===== src/rtl/pe_pingpong_sequencer.sv =====
// pe_pingpong_sequencer
//   Control sequencer for one MLP processing element. Two weight SRAM banks
//   are filled alternately from the weight stream. Each full bank drives one
//   dot product through the MAC datapath, and the bank is then released for
//   refill.
//
//   Fill side   : new_weight/weight_ready handshake, demux_select,
//                 sramN_write_enable, sramN_write_address.
//   Compute side: input_available/input_ready handshake, read_enable,
//                 sramN_read_address, mux_select,
//                 adder_register_write_enable, acc_clear, out_valid.
//   Status      : bank_full[1:0] (bit0 = sram1).
//
//   Build option PE_WEIGHT_REUSE_EN: a finished bank is kept and rerun
//   against the next input vector. It is released only once the other bank
//   is full.
//
//   Reset is synchronous and active-high on clk.
module pe_pingpong_sequencer #(
  parameter int INPUT_NUM  = 4,
  parameter int ADDR_WIDTH = $clog2(INPUT_NUM)
) (
  input  logic                  clk,
  input  logic                  reset,
  input  logic                  new_weight,
  output logic                  weight_ready,
  input  logic                  input_available,
  output logic                  input_ready,
  output logic                  demux_select,
  output logic                  sram1_write_enable,
  output logic                  sram2_write_enable,
  output logic [ADDR_WIDTH-1:0] sram1_write_address,
  output logic [ADDR_WIDTH-1:0] sram2_write_address,
  output logic                  read_enable,
  output logic [ADDR_WIDTH-1:0] sram1_read_address,
  output logic [ADDR_WIDTH-1:0] sram2_read_address,
  output logic                  mux_select,
  output logic                  adder_register_write_enable,
  output logic                  acc_clear,
  output logic                  out_valid,
  output logic [1:0]            bank_full
);

  localparam logic [ADDR_WIDTH-1:0] LAST_IDX = ADDR_WIDTH'(INPUT_NUM - 1);

  typedef enum logic [1:0] {C_IDLE, C_RUN, C_LAST} cstate_t;

  cstate_t               state, state_nxt;
  logic [ADDR_WIDTH-1:0] wr_cnt, rd_cnt;
  logic                  fill_bank, comp_bank;
  logic                  acc_pend;
  logic [1:0]            full_q, full_nxt;
  logic                  wr_fire, fill_done, rd_fire, release_bank;

  // ---------------- fill side ----------------
  assign weight_ready        = !full_q[fill_bank];
  assign wr_fire             = new_weight && weight_ready;
  assign fill_done           = wr_fire && (wr_cnt == LAST_IDX);
  assign demux_select        = fill_bank;
  assign sram1_write_enable  = wr_fire && !fill_bank;
  assign sram2_write_enable  = wr_fire &&  fill_bank;
  assign sram1_write_address = wr_cnt;
  assign sram2_write_address = wr_cnt;

  always_ff @(posedge clk) begin
    if (reset) begin
      wr_cnt    <= '0;
      fill_bank <= 1'b0;
    end else if (wr_fire) begin
      if (fill_done) begin
        wr_cnt    <= '0;
        fill_bank <= !fill_bank;
      end else begin
        wr_cnt    <= wr_cnt + 1'b1;
      end
    end
  end

  // Fill only ever targets an empty bank and release only a full one, so
  // set and clear can never hit the same bit in one cycle.
  always_comb begin
    full_nxt = full_q;
    if (fill_done)    full_nxt[fill_bank] = 1'b1;
    if (release_bank) full_nxt[comp_bank] = 1'b0;
  end

  always_ff @(posedge clk) begin
    if (reset) full_q <= '0;
    else       full_q <= full_nxt;
  end

  assign bank_full = full_q;

  // ---------------- compute side ----------------
  always_comb begin
    state_nxt    = state;
    input_ready  = 1'b0;
    rd_fire      = 1'b0;
    acc_clear    = 1'b0;
    out_valid    = 1'b0;
    release_bank = 1'b0;
    unique case (state)
      C_IDLE: begin
        if (full_q[comp_bank]) begin
          acc_clear = 1'b1;
          state_nxt = C_RUN;
        end
      end
      C_RUN: begin
        input_ready = 1'b1;
        rd_fire     = input_available;
        if (rd_fire && rd_cnt == LAST_IDX) state_nxt = C_LAST;
      end
      C_LAST: begin
        // Final accumulate lands this cycle (acc_pend), so pe_out is done.
        out_valid = 1'b1;
`ifdef PE_WEIGHT_REUSE_EN
        release_bank = full_q[!comp_bank];
`else
        release_bank = 1'b1;
`endif
        state_nxt = C_IDLE;
      end
      default: state_nxt = C_IDLE;
    endcase
  end

  always_ff @(posedge clk) begin
    if (reset) begin
      state     <= C_IDLE;
      rd_cnt    <= '0;
      acc_pend  <= 1'b0;
      comp_bank <= 1'b0;
    end else begin
      state    <= state_nxt;
      // The SRAM read is registered, so the accumulate trails the read by one cycle.
      acc_pend <= rd_fire;
      if (acc_clear)
        rd_cnt <= '0;
      else if (rd_fire)
        rd_cnt <= (rd_cnt == LAST_IDX) ? '0 : rd_cnt + 1'b1;
      if (release_bank) comp_bank <= !comp_bank;
    end
  end

  assign read_enable                 = rd_fire;
  assign sram1_read_address          = rd_cnt;
  assign sram2_read_address          = rd_cnt;
  assign mux_select                  = comp_bank;
  assign adder_register_write_enable = acc_pend;

endmodule

===== config.mk =====
export PLATFORM = sky130hd
export DESIGN_NAME = pe_pingpong_sequencer
export DESIGN_NICKNAME = d
export VERILOG_FILES = /design/src/rtl/pe_pingpong_sequencer.sv
export SDC_FILE = /design/constraint.sdc
export NUM_CORES = 1
export LEC_CHECK = 0
export BUFFER_PORTS_ARGS = -buffer_cell sky130_fd_sc_hd__buf_4
export CORE_AREA = 2 2 39 41
export CTS_BUF_LIST = sky130_fd_sc_hd__clkbuf_2 sky130_fd_sc_hd__clkbuf_4 sky130_fd_sc_hd__clkbuf_8
export DETAILED_ROUTE_END_ITERATION = 7
export DIE_AREA = 0 0 41 43
export PLACE_DENSITY = 0.71
export SYNTH_ARGS = -nofsm -noshare
export SYNTH_HDL_FRONTEND = slang
export SYNTH_SLANG_ARGS = --single-unit

===== constraint.sdc =====
create_clock -name clk -period 1.47 [get_ports clk]
set_input_delay 0.147 -clock clk [delete_from_list [all_inputs] [get_ports clk]]
set_output_delay 0.147 -clock clk [all_outputs]
set_load 0.1 [all_outputs]

==> flow_metrics.py <==
metrics = {
    "worst_setup_path": {
        "reg2reg_from": "state[1]",
        "cp_cell_sequence": "mux2i_4 -> buf_4",
        "cp-start-kind": "flop",
        "cpMaxStageDelayCell": "dfxtp_4",
        "cp.arrival_ns": 1.29,
        "reg2regPathDepth": 3,
        "crit_fanout": 8,
        "crit_buf_inv": 1,
        "endpoint_kind": "output port",
        "rrSetupSlack_ns": 0.23,
        "worstReg2RegEnd": "sram1_read_address[0]",
        "critPathRequiredTime_ns": 1.32,
        "path_class": "reg -> out",
        "path_delay_family": "flip-flops",
        "cpPeakStageDelay_ns": 0.41,
    },
    "placed_design": {
        "hpwl_um": 865,
        "place_congestion": 0.645,
        "io_buffers": 23,
        "pre_cts_slack_ns": 0.159,
    },
    "synth": {
        "synthXorXnorAreaFrac_pct": 1.65,
        "synth_compound_area_share_pct": 15.6,
        "ys.flop_type": "dfxtp_1",
        "synth_top_area_share_pct": 41.6,
        "synth_top_family_by_area": "simple AND/OR/NAND/NOR gates",
        "synth_edf_count": 0,
        "synth_seq_area_share_pct": 41.6,
        "ys_ff_latch": 11,
        "post_synth_and_or_nand_nor_area_fraction_pct": 22.2,
        "async_reset_ff_share_pct": 0,
        "yosys.cell_types.count": 26,
        "synth.cell_area_um2": 529,
        "synthCells": 56,
        "synthMuxAreaShare_pct": 5.67,
        "synth.most_common_cell": "dfxtp_1",
        "synth_common_cells": "dfxtp_1, buf_4",
        "yosys_warnings": 0,
        "synthAdderAreaFrac_pct": 4.73,
        "synth_area_leader_cell": "dfxtp_1",
        "netlist_top_cells_area": "dfxtp_1, mux2i_1, buf_4, ha_1, nand3b_4",
        "syn_nets": 62,
        "synth.avg_cell_area_um2": 9.45,
    },
    "global_routing": {
        "first_global_vias": 444,
        "grt_use_total_pct": 15.9,
        "grt_max_degree": 11,
        "antenna_found_initial": 0,
        "grt_first_pass_wirelength_um": 1960,
        "grt_overflow": 0,
    },
    "min_path": {
        "hold_depth": 2,
        "worstHoldPathType": "in -> reg",
        "whs_endpoint": "mux_select",
        "min_from": "reset",
    },
    "drt": {
        "antenna_left": 0,
        "post_drt_wl_per_cell_um": 12.4,
        "wirelength_um": 1170,
        "drc": 0,
        "vias": 490,
        "via_per_inst": 5.21,
        "drtIter0Drc": 8,
        "drtPass1Iterations": 4,
    },
    "sta": {
        "worst_slew_pin_slew_ns": 0.273,
        "drv_slew": 0,
        "fin_crit_ns": 1.43,
        "rsz0062_at_grt": "yes",
        "period_share_pct": 97.6,
        "clock_skew_ns": 0.00561,
        "setup-violations-final": 0,
        "holdWs_ns": 0.111,
        "hold_violations": 0,
        "max_clock_freq_ghz": 0.697,
        "post-route-worst-setup-slack_ns": 0.0355,
        "relSlewSlack_pct": 81.7,
        "tns_ns": 0,
    },
    "floorplan": {
        "coreArea_um2": 1380,
        "die_area_um2": 1760,
        "floorplan.die.width_um": 41,
        "die-height_um": 43,
        "pin_count": 24,
        "num_rows": 14,
        "start_util_pct": 38.2,
    },
    "layout": {
        "antenna-diode-count": 0,
        "drive_above_1_share_pct": 57.7,
        "postLayoutCoreUtil_pct": 59.4,
        "area_delta_synth_final_pct": 55.3,
        "nNetsFinal": 85,
    },
    "clocking": {
        "worstSkewPairLatency_ns": 0.26,
        "path_clk_slew_ns": 0.08,
        "cts_buffers": 3,
        "cts_max_level": 1,
        "cts_tree": "done",
        "cts-root-buf": "clkbuf_4",
        "cts.sinks": 11,
        "clockBufferDepth": 2,
    },
    "power_and_ir_drop": {
        "p_leak_uw": 0.000388,
        "pwr_density_cell_nw_per_um2": 844,
        "vdd_drop_max_mv": 0.502,
    },
    "job": {
        "maxCapViolations": 0,
    },
    "status": {
        "outcome": "finished clean",
    },
}
[cell type report]
type                       count  area [um^2]
clock inverter                 1         5.00
clock buffer                   3         22.5
fill                         128          562
multi-input combinational     37          328
timing repair buffer          23          189
inverter                       3         11.3
tap                           16         20.0
sequential                    11          246
[metal layers]
layer  wire, um  global-route usage (%)  up-vias
met5          0                       0        -
met4          0                    4.00        0
met3         71                    3.66        0
met2        564                    24.1       16
met1        529                    22.3      233
li1           -                       -      241
[layout by cell type, fill, tap and decap left out, types with 3 or more instances in the layout]
| cell | synthesis | layout |
|---|---|---|
| nor2_1 | 3 | 3 |
| dfxtp_2 | 0 | 3 |
| a21oi_1 | 3 | 3 |
| inv_1 | 3 | 3 |
| dfxtp_4 | 0 | 6 |
| clkbuf_4 | 0 | 3 |
| nand2_1 | 3 | 3 |
| buf_4 | 4 | 21 |
[sequential cells by signal (all words and copies together) (netlist names)]
register / flops
sram1_write_address: 2
demux_select: 1
bank_full: 2
adder_register_write_enable: 1
mux_select: 1
state: 2
sram1_read_address: 2
[logic make-up after synthesis]
logic type	after synthesis
flip-flops	11
AO/OA/AOI/OAI	12
AND/OR/NAND/NOR	19
adder cells (fa/ha/maj)	2
XOR/XNOR	1
multiplexers	3
buffers and inverters	8
[worst register-to-register path, cell delays in order, from the launching register on]
cell	delay (ns)
dfxtp_1	0.39
nand3b_4	0.22
or3_1	0.33
a211oi_1	0.21
[power by group]
group / total [uW] / internal [uW] / switching, uW
Combinational: 177 / 41.7 / 135
Clock: 208 / 100 / 108
Sequential: 308 / 298 / 10.3
[through the flow]
stage          cell area [um^2]  power [uW]  instances
6_report                    822         694         94
5_1_grt                     822         716         94
4_1_cts                     817         697         94
3_5_place_dp                777         492         90
3_3_place_gp                777         490         90
2_1_floorplan               618         461         56
[how the worst max path moves through the flow]
stage	cells after the start	to	slack [ns]	start
final	2	weight_ready	0.04	demux_select
after global routing	3	acc_clear	-0.002	mux_select
after CTS	2	out_valid	0.02	state[1]
after detailed placement	3	sram1_read_address[0]	0.16	state[0]
after global placement	3	acc_clear	0.19	mux_select
after floorplan	3	sram1_write_address[1]	-0.36	demux_select
[timing repair]
action                                  in CTS  in global routing
pin swaps                                    1                  0
setup buffers                                0                  0
endpoints found under the setup margin       1                  3
hold buffers                                 0                  0
resized for setup                            3                  2
Power figures use the tool's default switching activity.
